**src/rtl/i8080_fetch.sv**
```systemverilog
`default_nettype none
// ============================================================================
// Module   : i8080_fetch
// Brief    : 8080 fetch/byte-align stage. 16-bit words go into an 8-byte
//            queue; whole 1/2/3-byte instructions are handed to decode.
//            Optional HLT stop is enabled by defining I8080_FETCH_HALT_EN.
// Revision : 1.0
// ============================================================================
module i8080_fetch (
    input  logic        clk,
    input  logic        rst_n,
    output logic        mem_ren,
    output logic [14:0] mem_raddr,
    input  logic [15:0] mem_rdata,
    input  logic        redirect_valid,
    input  logic [15:0] redirect_pc,
    output logic        d_valid,
    input  logic        d_ready,
    output logic [23:0] d_ins,
    output logic [1:0]  d_len,
    output logic [15:0] d_pc
);
    logic [7:0]  r_q [0:7];
    logic [2:0]  r_head;
    logic [2:0]  r_tail;
    logic [3:0]  r_count;
    logic [14:0] r_fetch_pc;
    logic        r_inflight;
    logic        r_skip_lo;
    logic [15:0] r_head_pc;

    logic        w_halted;
    logic        w_flush;
    logic [7:0]  w_op;
    logic [2:0]  w_head1;
    logic [2:0]  w_head2;
    logic [2:0]  w_tail_hi;
    logic [3:0]  w_occ;
    logic        w_pop;
    logic        w_push_lo;
    logic        w_push_hi;
    logic [1:0]  w_push_n;
    logic [1:0]  w_pop_n;

    function automatic logic [1:0] f_len(input logic [7:0] op);
        logic [1:0] len;
        len = 2'd1;
        if ((op[7:6] == 2'b00 && op[3:0] == 4'b0001) ||
            (op[7:6] == 2'b11 && (op[2:0] == 3'b010 || op[2:0] == 3'b100)))
            len = 2'd3;
        else if (op == 8'h22 || op == 8'h2A || op == 8'h32 || op == 8'h3A ||
                 op == 8'hC3 || op == 8'hCB || op == 8'hCD || op == 8'hDD ||
                 op == 8'hED || op == 8'hFD)
            len = 2'd3;
        // 00xxx110 (MVI) and 11xxx110 (ALU immediates C6..FE)
        else if (op[2:0] == 3'b110 && (op[7:6] == 2'b00 || op[7:6] == 2'b11))
            len = 2'd2;
        else if (op == 8'hD3 || op == 8'hDB)
            len = 2'd2;
        return len;
    endfunction

    always_comb begin
        w_op      = r_q[r_head];
        w_head1   = r_head + 3'd1;
        w_head2   = r_head + 3'd2;
        d_len     = f_len(w_op);
        d_ins     = {w_op,
                     (d_len == 2'd1) ? 8'h00 : r_q[w_head1],
                     (d_len == 2'd3) ? r_q[w_head2] : 8'h00};
        d_pc      = r_head_pc;
        d_valid   = !w_halted && (r_count != 4'd0) && (r_count >= {2'b00, d_len});
        mem_raddr = r_fetch_pc;
        // Reads in flight are counted as already occupying their two slots
        w_occ     = r_count + {2'b00, r_inflight, 1'b0};
        mem_ren   = rst_n && !w_halted && !redirect_valid && (w_occ <= 4'd6);
        w_pop     = d_valid && d_ready && !redirect_valid;
        w_pop_n   = w_pop ? d_len : 2'd0;
        w_push_lo = r_inflight && !w_halted && !r_skip_lo;
        w_push_hi = r_inflight && !w_halted;
        w_push_n  = {1'b0, w_push_lo} + {1'b0, w_push_hi};
        w_tail_hi = r_tail + {2'b00, w_push_lo};
    end

`ifdef I8080_FETCH_HALT_EN
    logic r_halted;

    assign w_halted = r_halted;
    assign w_flush  = w_pop && (w_op == 8'h76);

    always_ff @(posedge clk or negedge rst_n) begin
        if (!rst_n) begin
            r_halted <= 1'b0;
        end else if (redirect_valid) begin
            r_halted <= 1'b0;
        end else if (w_flush) begin
            r_halted <= 1'b1;
        end
    end
`else
    assign w_halted = 1'b0;
    assign w_flush  = 1'b0;
`endif

    always_ff @(posedge clk or negedge rst_n) begin
        if (!rst_n) begin
            for (int i = 0; i < 8; i++) r_q[i] <= 8'h00;
            r_head     <= 3'd0;
            r_tail     <= 3'd0;
            r_count    <= 4'd0;
            r_fetch_pc <= 15'd0;
            r_inflight <= 1'b0;
            r_skip_lo  <= 1'b0;
            r_head_pc  <= 16'h0000;
        end else begin
            r_inflight <= mem_ren;
            if (mem_ren) r_fetch_pc <= r_fetch_pc + 15'd1;

            if (redirect_valid) begin
                r_head     <= 3'd0;
                r_tail     <= 3'd0;
                r_count    <= 4'd0;
                r_head_pc  <= redirect_pc;
                r_fetch_pc <= redirect_pc[15:1];
                r_skip_lo  <= redirect_pc[0];
            end else if (w_flush) begin
                r_head    <= 3'd0;
                r_tail    <= 3'd0;
                r_count   <= 4'd0;
                r_head_pc <= r_head_pc + {14'd0, d_len};
                if (r_inflight) r_skip_lo <= 1'b0;
            end else begin
                if (r_inflight) r_skip_lo <= 1'b0;
                if (w_push_lo) r_q[r_tail] <= mem_rdata[7:0];
                if (w_push_hi) r_q[w_tail_hi] <= mem_rdata[15:8];
                r_tail <= r_tail + {1'b0, w_push_n};
                if (w_pop) begin
                    r_head    <= r_head + {1'b0, d_len};
                    r_head_pc <= r_head_pc + {14'd0, d_len};
                end
                r_count <= r_count + {2'b00, w_push_n} - {2'b00, w_pop_n};
            end
        end
    end

endmodule
`default_nettype wire

```
**config.mk**
```make
export PLATFORM = sky130hd
export DESIGN_NAME = i8080_fetch
export DESIGN_NICKNAME = d
export VERILOG_FILES = /design/src/rtl/i8080_fetch.sv
export SDC_FILE = /design/constraint.sdc
export NUM_CORES = 1
export LEC_CHECK = 0
export ABC_AREA = 0
export BUFFER_PORTS_ARGS = -buffer_cell sky130_fd_sc_hd__clkbuf_2
export CORE_MARGIN = 2
export CORE_UTILIZATION = 35
export DETAILED_ROUTE_END_ITERATION = 7
export GPL_ROUTABILITY_DRIVEN = 0
export SYNTH_ARGS = -nofsm -noshare
export SYNTH_HDL_FRONTEND = slang
export SYNTH_SLANG_ARGS = --single-unit
```
**constraint.sdc**
```tcl
create_clock -name clk -period 9.9 [get_ports clk]
set_input_delay 0 -clock clk [delete_from_list [all_inputs] [get_ports clk]]
set_output_delay 0 -clock clk [all_outputs]
set_load 0.005 [all_outputs]
```
==> impl.org <==
** Run status
- The run finished with clean final reports.

** Timing
- In this run the tightest slew margin relative to its limit is 15.2%.
- Period Utilization, post-route :: 56.6%
- Adding up every negative setup slack in the final design gives 0 ns.
- Static timing analysis puts the maximum clock frequency at 0.179 GHz.
- Setup repair after global routing left no endpoint under its margin.
- Actual transition at the worst max-transition pin :: 1.27 ns
- Subtracting the final worst setup slack from the clock period gives 5.60 ns.
- The number of pins with negative max-slew slack in the final report was 0.
- Across all setup checks in the final design, the least slack found is 4.30 ns.
- The number of hold-slack violations in the final timing report came to 0.
- Setup violations remaining at the end of the flow were counted as 0.
- Clock skew after layout :: 0.00893 ns

** Placement
- During placement, the flow inserted port buffers numbering 94.
- Post-Place Setup Slack :: 4.31 ns
- Detailed placement finished with a half-perimeter wire length of 15400 um.

** CTS
- CTS built an H-tree with a depth of 3.
- For the worst-skew pair, the clock arrives at the later sink with an insertion delay of 0.36 ns.
- The tree is rooted in a sky130_fd_sc_hd__clkbuf_16.
- TritonCTS clock tree :: yes
- After clock tree synthesis, the clock-pin slew on the worst setup and hold paths is 0.08 ns.
- Clock tree sinks :: 107
- Post-CTS repair changed the size of 0 cells.
- Number of buffers created by CTS :: 9
- The longest clock path from root to sink contains 2 buffers.

** Global routing
- Entering global routing, the biggest net connects 98 pins.
- GRT busiest layer :: met2
- Global routing used 21.2% of the available tracks.
- Remaining global-route overflow :: 0
- Global routing consumed, on the met3 layer, 5.11% of the routing resources.
- Global routing used 30.3% of the available met1 tracks.
- The number of global-route vias before repair was 5835.
- The first global-routing pass estimated 35300 um of wire.
- Number of antenna violations at the first check in global routing :: 0
- Met2 layer usage reported by global route :: 31.8%

** Worst setup path
- Capturing element type of the critical path :: register
- Register-to-register setup slack :: 4.30 ns
- Crit path launch :: r_head[0]$_DFFE_PN0P_
- Length in cells of the worst reg-to-reg path :: 20
- Crit path kind :: reg -> reg
- STA classifies the critical path startpoint as a register.
- Crit path arrival time :: 5.81 ns
- Along the worst path, the maximum fanout reaches 53.
- The worst register-to-register path begins at r_head[0]$_DFFE_PN0P_.
- Critical path destination :: r_count[3]$_DFF_PN0_
- At the worst endpoint, the required time is 10.11 ns.
- Capturing point of the worst reg2reg path :: r_count[3]$_DFF_PN0_

** Finish
- Share of post-route cells with drive strength above 1 :: 25.3%
- The repair_antennas step left the layout with diodes totalling 0.
- The library cell used most frequently in the layout, excluding fill and tap cells, is sky130_fd_sc_hd__dfrtp_1.
- Highest-count cells in the layout ignoring fill and taps :: sky130_fd_sc_hd__dfrtp_1, sky130_fd_sc_hd__o22a_1, sky130_fd_sc_hd__clkbuf_2, sky130_fd_sc_hd__nand2_1, sky130_fd_sc_hd__mux4_2
- Final Net Count :: 835
- Area Growth Syn to Fin :: 14.9%

** Power
- Worst vdd ir :: 0.138 mV
- In this run the power density over the cells is 272 nW/um2.
- For this design the static power due to leakage is 3.38 nW.

** Min path
- Type of the tightest min-delay check :: in -> async

** Floorplanning
- For this design the top-level I/O count stands at 95.
- Standard-cell rows :: 53
- Starting density of the core :: 35.3%
- The floorplan step set the die width to 149 um.
- Area of the die :: 22300 um2
- Height of the chip :: 149 um
- Core region area :: 20900 um2

** Synthesis
- Post-Synthesis Mean Instance Area :: 10.5 um2
- Synthesized net count :: 760
- Yosys Warn Count :: 0
- Main synth FF type :: sky130_fd_sc_hd__dfrtp_1
- Counting flops with a built-in enable in the synthesized netlist gives 0.
- Mapped Cells :: 700
- Synth async-reset ratio :: 100%
- Synth unique cells :: 56
- Part of the Yosys area used for sequential elements :: 36.3%
- In this run, synthesis produced a sequential element count of 107.
- Summing every instance area after synthesis gives 7380 um2.

** Route
- 1st-pass router iterations :: 5
- Via count :: 6302
- Dividing the detail-routed wire length by the instance count gives 22.0 um.
- The first routing iteration left 511 violations.
- In this run the remaining antenna-violating nets after routing total 0.
- # DRC :: 0
- Wires add up to 23200 um.
- Dividing the detail-routed via count by the number of cells gives 5.97.

** Run
- The tool flagged a number of max-cap violations equal to 0.
==> synthesized netlist by cell type (5+ instances only) <==
master / count / area share, %
sky130_fd_sc_hd__dfrtp_1: 107 / 36
sky130_fd_sc_hd__o22a_1: 96 / 11
sky130_fd_sc_hd__nand2_1: 77 / 3.9
sky130_fd_sc_hd__mux4_2: 44 / 13
sky130_fd_sc_hd__o21ai_0: 37 / 2.5
sky130_fd_sc_hd__nor2_1: 27 / 1.4
sky130_fd_sc_hd__clkbuf_1: 25 / 1.3
sky130_fd_sc_hd__nand3_1: 23 / 1.6
sky130_fd_sc_hd__inv_1: 22 / 1.1
sky130_fd_sc_hd__buf_1: 21 / 1.1
sky130_fd_sc_hd__a21oi_1: 20 / 1.4
sky130_fd_sc_hd__ha_1: 19 / 3.2
sky130_fd_sc_hd__nand4_1: 17 / 1.4
sky130_fd_sc_hd__a22oi_1: 16 / 1.6
sky130_fd_sc_hd__xnor2_1: 15 / 1.8
sky130_fd_sc_hd__mux2_2: 12 / 1.8
sky130_fd_sc_hd__mux2i_1: 12 / 1.6
sky130_fd_sc_hd__nor2b_1: 11 / 0.93
sky130_fd_sc_hd__a21oi_2: 9 / 1.1
sky130_fd_sc_hd__and2_1: 8 / 0.68
sky130_fd_sc_hd__and3_1: 7 / 0.59
sky130_fd_sc_hd__buf_2: 7 / 0.47
sky130_fd_sc_hd__xor2_1: 7 / 0.83
sky130_fd_sc_hd__a31oi_1: 6 / 0.51
sky130_fd_sc_hd__fa_1: 5 / 1.4
==> how the worst min path moves through the flow <==
stage,end,cells past startpoint,slack (ns)
floorplan,d_pc[0]$_DFFE_PN0P_,0,-0.30
finish,r_q[53]$_DFFE_PN0N_,2,0.04
detailed placement,r_q[17]$_DFFE_PN0N_,1,-0.12
global placement,r_q[49]$_DFFE_PN0N_,1,-0.12
CTS,r_q[17]$_DFFE_PN0N_,2,0.03
global route,r_q[17]$_DFFE_PN0N_,2,0.07
==> registers in the layout, summed over array words and instances, names as in the netlist <==
register    cells
d_pc           16
mem_raddr      15
r_count         4
r_head          3
r_inflight      1
r_q            64
r_skip_lo       1
r_tail          3
==> where the power goes <==
| group | internal [W] | switching [W] | total (W) |
|---|---|---|---|
| clock | 0.000183 | 0.000186 | 0.000369 |
| combinational | 0.000605 | 0.000645 | 0.00125 |
| sequential | 0.000547 | 0.000137 | 0.000684 |
| total | 0.00134 | 0.000968 | 0.00230 |
==> metrics by stage <==
step / power (W) / hold slack [ns] / area [um2] / std cells / utilization (%)
CTS: 0.00231 / 0.0305 / 8480 / 1055 / 40.6
global route: 0.00247 / 0.0737 / 8480 / 1055 / 40.6
finish: 0.00230 / 0.0363 / 8480 / 1055 / 40.6
detailed placement: 0.00194 / -0.117 / 8020 / 1022 / 38.4
floorplan: 0.00155 / -0.296 / 7380 / 700 / -
global placement: 0.00193 / -0.120 / 8020 / 1022 / 38.4
==> metal layers <==
metal	share of wire, %	vias up	wire length [um]
met5	0	-	0
met4	2.0	0	452
met3	9.5	32	2200
met2	45	305	10500
met1	43	3147	9990
li1	-	2818	-
==> layout make-up <==
cell class                      instances  area [um2]
Multi-Input combinational cell        514        4360
Timing Repair Buffer                  121         721
Fill cell                            2041       12400
Tap cell                              275         344
Clock inverter                          6        53.8
Sequential cell                       107        2680
Inverter                               22        82.6
Clock buffer                           10         239
==> cell families after synthesis <==
kind of cell | Yosys count | synth area share (%)
AOI/OAI and AO/OA | 205 | 21.2
and+or+nand+nor | 191 | 12.6
DFF | 107 | 36.3
buffers and inverters | 79 | 4.61
muxes | 72 | 18.1
adders and majority gates | 24 | 4.58
xor gates and xnor gates | 22 | 2.61
==> critical path: stages, from the launching register on <==
cell and delay, ns:
sky130_fd_sc_hd__dfrtp_2 0.34, sky130_fd_sc_hd__buf_4 0.63, sky130_fd_sc_hd__mux4_2 0.59, sky130_fd_sc_hd__mux2i_1 0.21, sky130_fd_sc_hd__ha_1 0.26, sky130_fd_sc_hd__or4bb_1 0.49, sky130_fd_sc_hd__o22a_2 0.29, sky130_fd_sc_hd__nor3b_2 0.19
sky130_fd_sc_hd__ha_1 0.29, sky130_fd_sc_hd__a21oi_1 0.05, sky130_fd_sc_hd__o21ai_1 0.12, sky130_fd_sc_hd__buf_4 0.24, sky130_fd_sc_hd__nand2_1 0.18, sky130_fd_sc_hd__nor3_1 0.24, sky130_fd_sc_hd__fa_1 0.45, sky130_fd_sc_hd__inv_1 0.11
sky130_fd_sc_hd__ha_1 0.24, sky130_fd_sc_hd__a21o_1 0.15, sky130_fd_sc_hd__a21oi_1 0.18, sky130_fd_sc_hd__xnor2_1 0.13, sky130_fd_sc_hd__nor2_1 0.05
==> timing repair <==
action | 4_1_cts | 5_1_grt
setup endpoints to repair | 0 | 0
hold buffers | 17 | 0
setup buffers | 0 | 0
endpoints found under the hold margin | 84 | 0
Note: power is estimated with default switching activity, not from simulation.
